File: src/rtl/pwm_bus_master.sv
// PWM register-bank bus master: host commands become bus strobes.
// Single write, single read and eight-channel broadcast write.
module pwm_bus_master #(
  parameter logic [31:0] BASE_ADDR = 32'h0
) (
  input  logic        clk,
  input  logic        res,
  input  logic        cmd_valid,
  output logic        cmd_ready,
  input  logic [1:0]  cmd_op,
  input  logic [2:0]  cmd_ch,
  input  logic [1:0]  cmd_field,
  input  logic [31:0] cmd_wdata,
  output logic        rsp_valid,
  output logic        rsp_err,
  output logic [31:0] rsp_rdata,
  output logic        bus_wr,
  output logic        bus_rd,
  output logic [31:0] bus_addr,
  output logic [31:0] bus_wdata,
  input  logic [31:0] bus_rdata
);

  typedef enum logic [2:0] {
    IDLE, WR, RD, RWAIT, BCAST, RSP
  } state_t;

  state_t      state_q, state_d;
  logic [2:0]  cnt_q, cnt_d;
  logic [1:0]  field_q, field_d;
  logic        ready_d, rv_d, err_d;
  logic        wr_d, rd_d;
  logic [31:0] rdata_d, addr_d, wdata_d;
  logic        illegal;

  function automatic logic [31:0] reg_addr(
    input logic [2:0] ch,
    input logic [1:0] fld
  );
    return BASE_ADDR
         + {29'd0, ch} * 32'd12
         + {28'd0, fld, 2'b00};
  endfunction

  assign illegal = (cmd_op == 2'd3)
                || (cmd_field == 2'd3);

  always_comb begin
    state_d = state_q;
    cnt_d   = cnt_q;
    field_d = field_q;
    ready_d = 1'b0;
    rv_d    = 1'b0;
    err_d   = 1'b0;
    wr_d    = 1'b0;
    rd_d    = 1'b0;
    rdata_d = rsp_rdata;
    addr_d  = bus_addr;
    wdata_d = bus_wdata;
    unique case (state_q)
      IDLE: begin
        ready_d = 1'b1;
        if (cmd_valid && cmd_ready) begin
          ready_d = 1'b0;
          field_d = cmd_field;
          if (illegal) begin
            state_d = RSP;
            rv_d    = 1'b1;
            err_d   = 1'b1;
            rdata_d = '0;
          end else begin
            unique case (1'b1)
              cmd_op == 2'd0: begin
                state_d = WR;
                wr_d    = 1'b1;
                addr_d  = reg_addr(cmd_ch, cmd_field);
                wdata_d = cmd_wdata;
              end
              cmd_op == 2'd1: begin
                state_d = RD;
                rd_d    = 1'b1;
                addr_d  = reg_addr(cmd_ch, cmd_field);
              end
              default: begin
                state_d = BCAST;
                cnt_d   = '0;
                wr_d    = 1'b1;
                addr_d  = reg_addr(3'd0, cmd_field);
                wdata_d = cmd_wdata;
              end
            endcase
          end
        end
      end
      WR: begin
        state_d = RSP;
        rv_d    = 1'b1;
        rdata_d = '0;
      end
      RD: state_d = RWAIT;
      RWAIT: begin
        // bank data is registered, valid the cycle after bus_rd
        state_d = RSP;
        rv_d    = 1'b1;
        rdata_d = bus_rdata;
      end
      BCAST: begin
        if (cnt_q == 3'd7) begin
          state_d = RSP;
          rv_d    = 1'b1;
          rdata_d = '0;
        end else begin
          cnt_d  = cnt_q + 3'd1;
          wr_d   = 1'b1;
          addr_d = reg_addr(cnt_q + 3'd1, field_q);
        end
      end
      RSP: begin
        state_d = IDLE;
        ready_d = 1'b1;
      end
      default: state_d = IDLE;
    endcase
  end

  always_ff @(posedge clk or negedge res) begin
    if (!res) begin
      state_q   <= IDLE;
      cnt_q     <= '0;
      field_q   <= '0;
      cmd_ready <= 1'b0;
      rsp_valid <= 1'b0;
      rsp_err   <= 1'b0;
      rsp_rdata <= '0;
      bus_wr    <= 1'b0;
      bus_rd    <= 1'b0;
      bus_addr  <= '0;
      bus_wdata <= '0;
    end else begin
      state_q   <= state_d;
      cnt_q     <= cnt_d;
      field_q   <= field_d;
      cmd_ready <= ready_d;
      rsp_valid <= rv_d;
      rsp_err   <= err_d;
      rsp_rdata <= rdata_d;
      bus_wr    <= wr_d;
      bus_rd    <= rd_d;
      bus_addr  <= addr_d;
      bus_wdata <= wdata_d;
    end
  end

endmodule

File: config.mk
export PLATFORM = sky130hd
export DESIGN_NAME = pwm_bus_master
export DESIGN_NICKNAME = d
export VERILOG_FILES = /design/src/rtl/pwm_bus_master.sv
export SDC_FILE = /design/constraint.sdc
export NUM_CORES = 1
export LEC_CHECK = 0
export BUFFER_PORTS_ARGS = -buffer_cell sky130_fd_sc_hd__buf_2
export CORE_MARGIN = 2
export CORE_UTILIZATION = 30
export DETAILED_ROUTE_END_ITERATION = 10
export HOLD_SLACK_MARGIN = 0.03
export PLACE_DENSITY = 0.51
export SLEW_MARGIN = 20
export SYNTH_ARGS = -nofsm -noshare
export SYNTH_HDL_FRONTEND = slang
export SYNTH_SLANG_ARGS = --single-unit
File: constraint.sdc
create_clock -name clk -period 6.87 [get_ports clk]
set_input_delay 1.374 -clock clk [delete_from_list [all_inputs] [get_ports clk]]
set_output_delay 1.374 -clock clk [all_outputs]
set_load 0.005 [all_outputs]
# After elaboration in Yosys (flattened, before gate mapping)
# Index checks and enable logic that the tools add are counted.
# Widths: inputs -> output; s select.
dict set report classes {
  multipliers 2
  n_reduce_logical 14
  eq_ne 15
  bitwise 2
  addsub 3
  n_mux 35
}
# cell n
set ops {}
lappend ops {{$mux 32} 6}
lappend ops {{$pmux 32 s4} 1}
lappend ops {{$pmux 32 s2} 1}
lappend ops {{$mux 3} 7}
lappend ops {{$add 7x4->8} 2}
lappend ops {{$mux 1} 13}
lappend ops {{$ne 2x2->1 const B} 6}
lappend ops {{$pmux 3 s2} 2}
lappend ops {{$pmux 3 s4} 1}
lappend ops {{$reduce_and 4->1} 3}
lappend ops {{$mul 3x2->5 const B} 2}
lappend ops {{$eq 3x3->1 const B} 3}
lappend ops {{$mux 8} 1}
lappend ops {{$eq 3x2->1 const B} 2}
lappend ops {{$reduce_and 5->1} 1}
lappend ops {{$eq 2x2->1 const B} 2}
lappend ops {{$pmux 1 s2} 2}
lappend ops {{$reduce_and 2->1} 2}
lappend ops {{$reduce_bool 4->1} 1}
lappend ops {{$reduce_or 2->1} 2}
lappend ops {{$add 3x1->3 const B} 1}
lappend ops {{$eq 3x1->1 const B} 1}
lappend ops {{$logic_not 3->1} 1}
lappend ops {{$pmux 1 s3} 1}
lappend ops {{6 further kinds} 7}
dict set report totals {
  register_bits 109
  word_cells 82
  input_bits 74
  out_inout_bits 101
}

# Logic depth before layout (Yosys ltp)
dict set report logic_depth {
  word_depth 6
  mapped_depth 10
  depth_no_buf 10
}

# Least setup slack after synthesis
# No wires, ideal clock.
dict set report synth_path {
  kind {input to register}
  from {in cmd_ch[0]}
  to {reg bus_addr[6]}
  setup_time_ps 77
  t_arrival_ps 2635
  path_slack_ps 4158
  required_ps 6793
  path_buffers 0
  path_stages 7
  cell_sequence {ha_1 inv_1 fa_1 nor3_1 xnor2_1 a21oi_1 a21oi_1}
}
dict set report synth_via {
  elab_chain_len 6
}
# element line_no
set synth_rtl {}
lappend synth_rtl {{start: declaration} 11} ;# input logic [2:0] cmd_ch,
lappend synth_rtl {{$mul 3x2->5} 41} ;# + {29'd0, ch} * 32'd12
lappend synth_rtl {{$add 7x4->8} 42} ;# + {28'd0, fld, 2'b00};
lappend synth_rtl {{$mux 8} n/a}
lappend synth_rtl {{$mux 32} 66} ;# if (illegal) begin
lappend synth_rtl {{$mux 32} 63} ;# if (cmd_valid && cmd_ready) begin
lappend synth_rtl {{$pmux 32 s2} 60} ;# unique case (state_q)
lappend synth_rtl {{end signal: assignment} 149} ;# bus_addr <= addr_d;
lappend synth_rtl {{end: declaration} 19} ;# output logic [31:0] bus_addr,
# No other way between the ends. The select of a mux whose other input is x is not followed.
# A chain may end at the register's enable or synchronous reset.

# Final worst setup path
dict set report layout_path {
  from {in cmd_valid}
  to {reg bus_wdata[2]}
}
dict set report layout_via {
  elab_chain_len 2
}
# element line_no
set layout_rtl {}
lappend layout_rtl {{start: declaration} 8} ;# input logic cmd_valid,
lappend layout_rtl {{$logic_and 1x1->1} 63}
lappend layout_rtl {{$reduce_and 4->1 (no source line)} n/a}
lappend layout_rtl {{end signal: assignment} 150} ;# bus_wdata <= wdata_d;
lappend layout_rtl {{end: declaration} 20} ;# output logic [31:0] bus_wdata,
# No other way between the ends.

==> run_results.csv <==
group,metric,value,unit
timing,drv_slew,0,
yosys,ys_types,43,
clocking,ctsHoldBuffers,0,
place,gp_congestion,0.7509,
yosys,synth_seq_area_share,0.5339,
setup_path,crit_path_end_kind,"register",
die,rows,41,
route,drc_errors,0,
timing,hold_violations,0,
clocking,cts.sinks,83,
final_layout,seq_area,2077,um^2
route,drt_first_iter_violations,139,
yosys,ys.flop_type,"dfrtp_1",
grt,grt_pass1_wl,13720,um
final_layout,antennaDiodeCount,0,
clocking,cts_resized,0,
setup_path,critPathSlowestCell,"nand2_2",
status,outcome,"finished clean",
yosys,synth_area_leaders,"dfrtp_1 (53%), a22o_1 (7.7%), mux2_1 (5.2%)",
timing,finalSetupViolCount,0,
grt,antenna_found_initial,0,
clocking,cts_htree_levels,3,
setup_path,worstPathCellList,"buf_2 -> nand2_1 -> nor4_4 -> nand2_2 -> mux2_1",
die,dieArea,13890,um^2
clocking,cts_tree,"built",
clocking,cts.reportedPaths.clkPinSlew,0.06,ns
grt,track_usage,0.1236,
final_layout,drive_above_1_share,0.4069,
final_layout,multiInputGateArea,1589,um^2
die,die_width,117.9,um
timing,worstMarginPinSlew,0.8209,ns
yosys,synth_most_common_cell,"dfrtp_1",
yosys,syn_inst,311,
timing,fin_ws,3.991,ns
place,dp_slack,3.612,ns
route,via_count,2859,
setup_path,path_buf_inv,1,
place,port_buffers,148,
yosys,yosys-top-cells-count,"dfrtp_1 (83), a22o_1 (34), buf_4 (26)",
place,hpwl,5964,um
grt,overflow,0,
yosys,netlist.area_leader.share,0.5339,
die,initial_utilization,0.3082,
final_layout,fillers,1284,
power,ir_drop,0.1823,mV
timing,finalCriticalPeriod,2.879,ns
die,coreArea,12620,um^2
timing,final.setup_skew,0.007865,ns
route,drtAntennaViolNets,0,
route,wirelength,8361,um
run,drv_cap,0,
setup_path,crit_required,7.08,ns
power,p_leak,2.662,nW
timing,relSlewSlack,0.4508,
setup_path,arrival,3.09,ns
die,ios,175,
final_layout,area_delta_synth_final,27.82,%
timing,rsz0062_at_grt,"no",
yosys,synthesis.area,3890,um^2
timing,timing.fmax,347.4,MHz
clocking,clk_latency,0.34,ns
clocking,clk_path_buf_depth,2,
yosys,synthArstFlopShare,1.000,
min_path,min-delay-path-class,"register to register",
setup_path,critPathTopFamily,"simple AND/OR/NAND/NOR gates",
yosys,avgSynthCellArea,12.51,um^2
grt,grt_max_degree,84,
timing,fin_setup_tns,0,ns
grt,grt_pass1_vias,2702,
yosys,synth_edf_count,0,
timing,min_period_over_period,0.4190,
clocking,root_buffer,"clkbuf_16",
yosys,synth_area_leader_cell,"dfrtp_1",
clocking,cts_buffers,9,
yosys,yosys_warnings,0,
setup_path,worstPathMaxFanout,33,
route,drt-wirelength-per-cell,13.19,um
setup_path,worstSetupPathType,"input port to register",
route,drtPass1Iterations,4,
die,die_y,117.9,um
clocking,post_cts_buffers,0,
yosys,synth_seq_cells,83,
setup_path,critPathMaxStageDelay,0.58,ns
power,power.density,384.6,nW/um^2
final_layout,fin_nets,547,
setup_path,critPathLaunchType,"input port",
route,viasPerCell,4.509,
placed cells by master (no fill, tap or decap), types with 2 or more instances in the layout:
cell type and count:
nor2b_1 4, nor3_1 7, fa_1 3, conb_1 26, buf_2 147, a41oi_1 2
inv_1 10, nand2_1 11, a21o_1 2, and3_1 2, nor2_1 12, mux2_2 18
clkbuf_16 9, and2_1 2, buf_4 2, a22o_1 34, xor2_1 4, a21oi_1 13
xnor2_1 3, clkbuf_8 3, a22oi_1 2, nand3_1 2, ha_1 13, o21ai_0 7
dfrtp_1 83, mux2_1 18
tightest hold or removal path, delay by kind of cell, from the launching register on:
family | cells | cell delay, ns
AOI/OAI and AO/OA | 1 | 0.06
DFF | 1 | 0.34
and+or+nand+nor | 1 | 0.04
layout make-up:
cell class / instances / share of cell area
inverters: 10 / 0.007549
clock buffers: 13 / 0.05435
repair buffers: 150 / 0.1532
flip-flops and latches: 83 / 0.4177
clock inverters: 3 / 0.004278
multi-input cells: 203 / 0.3196
well taps: 172 / 0.04328
sequential cells by signal, indices dropped and copies added, names as in the netlist:
name,count
bus_rd,1
bus_wdata,32
rsp_valid,1
bus_wr,1
bus_addr,6
state_q,3
field_q,2
rsp_rdata,32
cnt_q,3
rsp_err,1
cmd_ready,1
power breakdown:
part | total, mW | leakage [nW] | switching, mW | internal, mW
Combinational | 0.733 | 1.43 | 0.371 | 0.362
Sequential | 0.717 | 1.09 | 0.0876 | 0.629
Clock | 0.463 | 0.142 | 0.188 | 0.275
metal layers:
metal / up-vias / share of wire / track usage
met5: - / 0 / 0
met1: 1389 / 0.46 / 0.1642
met4: 0 / 0.014 / 0.05723
met2: 108 / 0.46 / 0.1846
li1: 1355 / - / -
met3: 7 / 0.068 / 0.03731
worst paths after layout:
check                             from  cells past startpoint  slack (ns)            end
setup / recovery             cmd_valid                      5        3.99   bus_wdata[2]
hold / removal             bus_addr[3]                      2        0.48    bus_addr[3]
setup reg to reg              cnt_q[0]                      9        4.28    bus_addr[7]
hold reg to reg            bus_addr[3]                      2        0.48    bus_addr[3]
max in group asynchronous          res                      1        5.28   bus_wdata[3]
min in group asynchronous          res                      1        1.09  bus_wdata[14]
cell families (layout without fill, tap and decap cells):
group                    Yosys count  count (layout)  share of synthesized area
AO/OA/AOI/OAI                     69              69                     0.1335
multiplexers                      37              37                     0.1068
other                              1              26                  0.0009640
adder cells (fa/ha/maj)           16              16                    0.05725
buffers and inverters             50             176                    0.08298
XOR/XNOR                           8               8                    0.02155
flip-flops                        83              83                     0.5339
AND/OR/NAND/NOR                   47              47                    0.06304
through the flow:
step	std cells	total power [mW]	hold WS, ns	util	cell area (um^2)
floorplan	336	1.235	0.4733	-	3984
CTS	634	1.947	0.4862	0.3937	4969
finish	634	1.912	0.4809	0.3940	4972
detailed placement	618	1.469	0.4708	0.3706	4677
global route	634	2.078	0.4961	0.3940	4972
global placement	618	1.460	0.4685	0.3706	4677
Power figures use the tool's default switching activity.
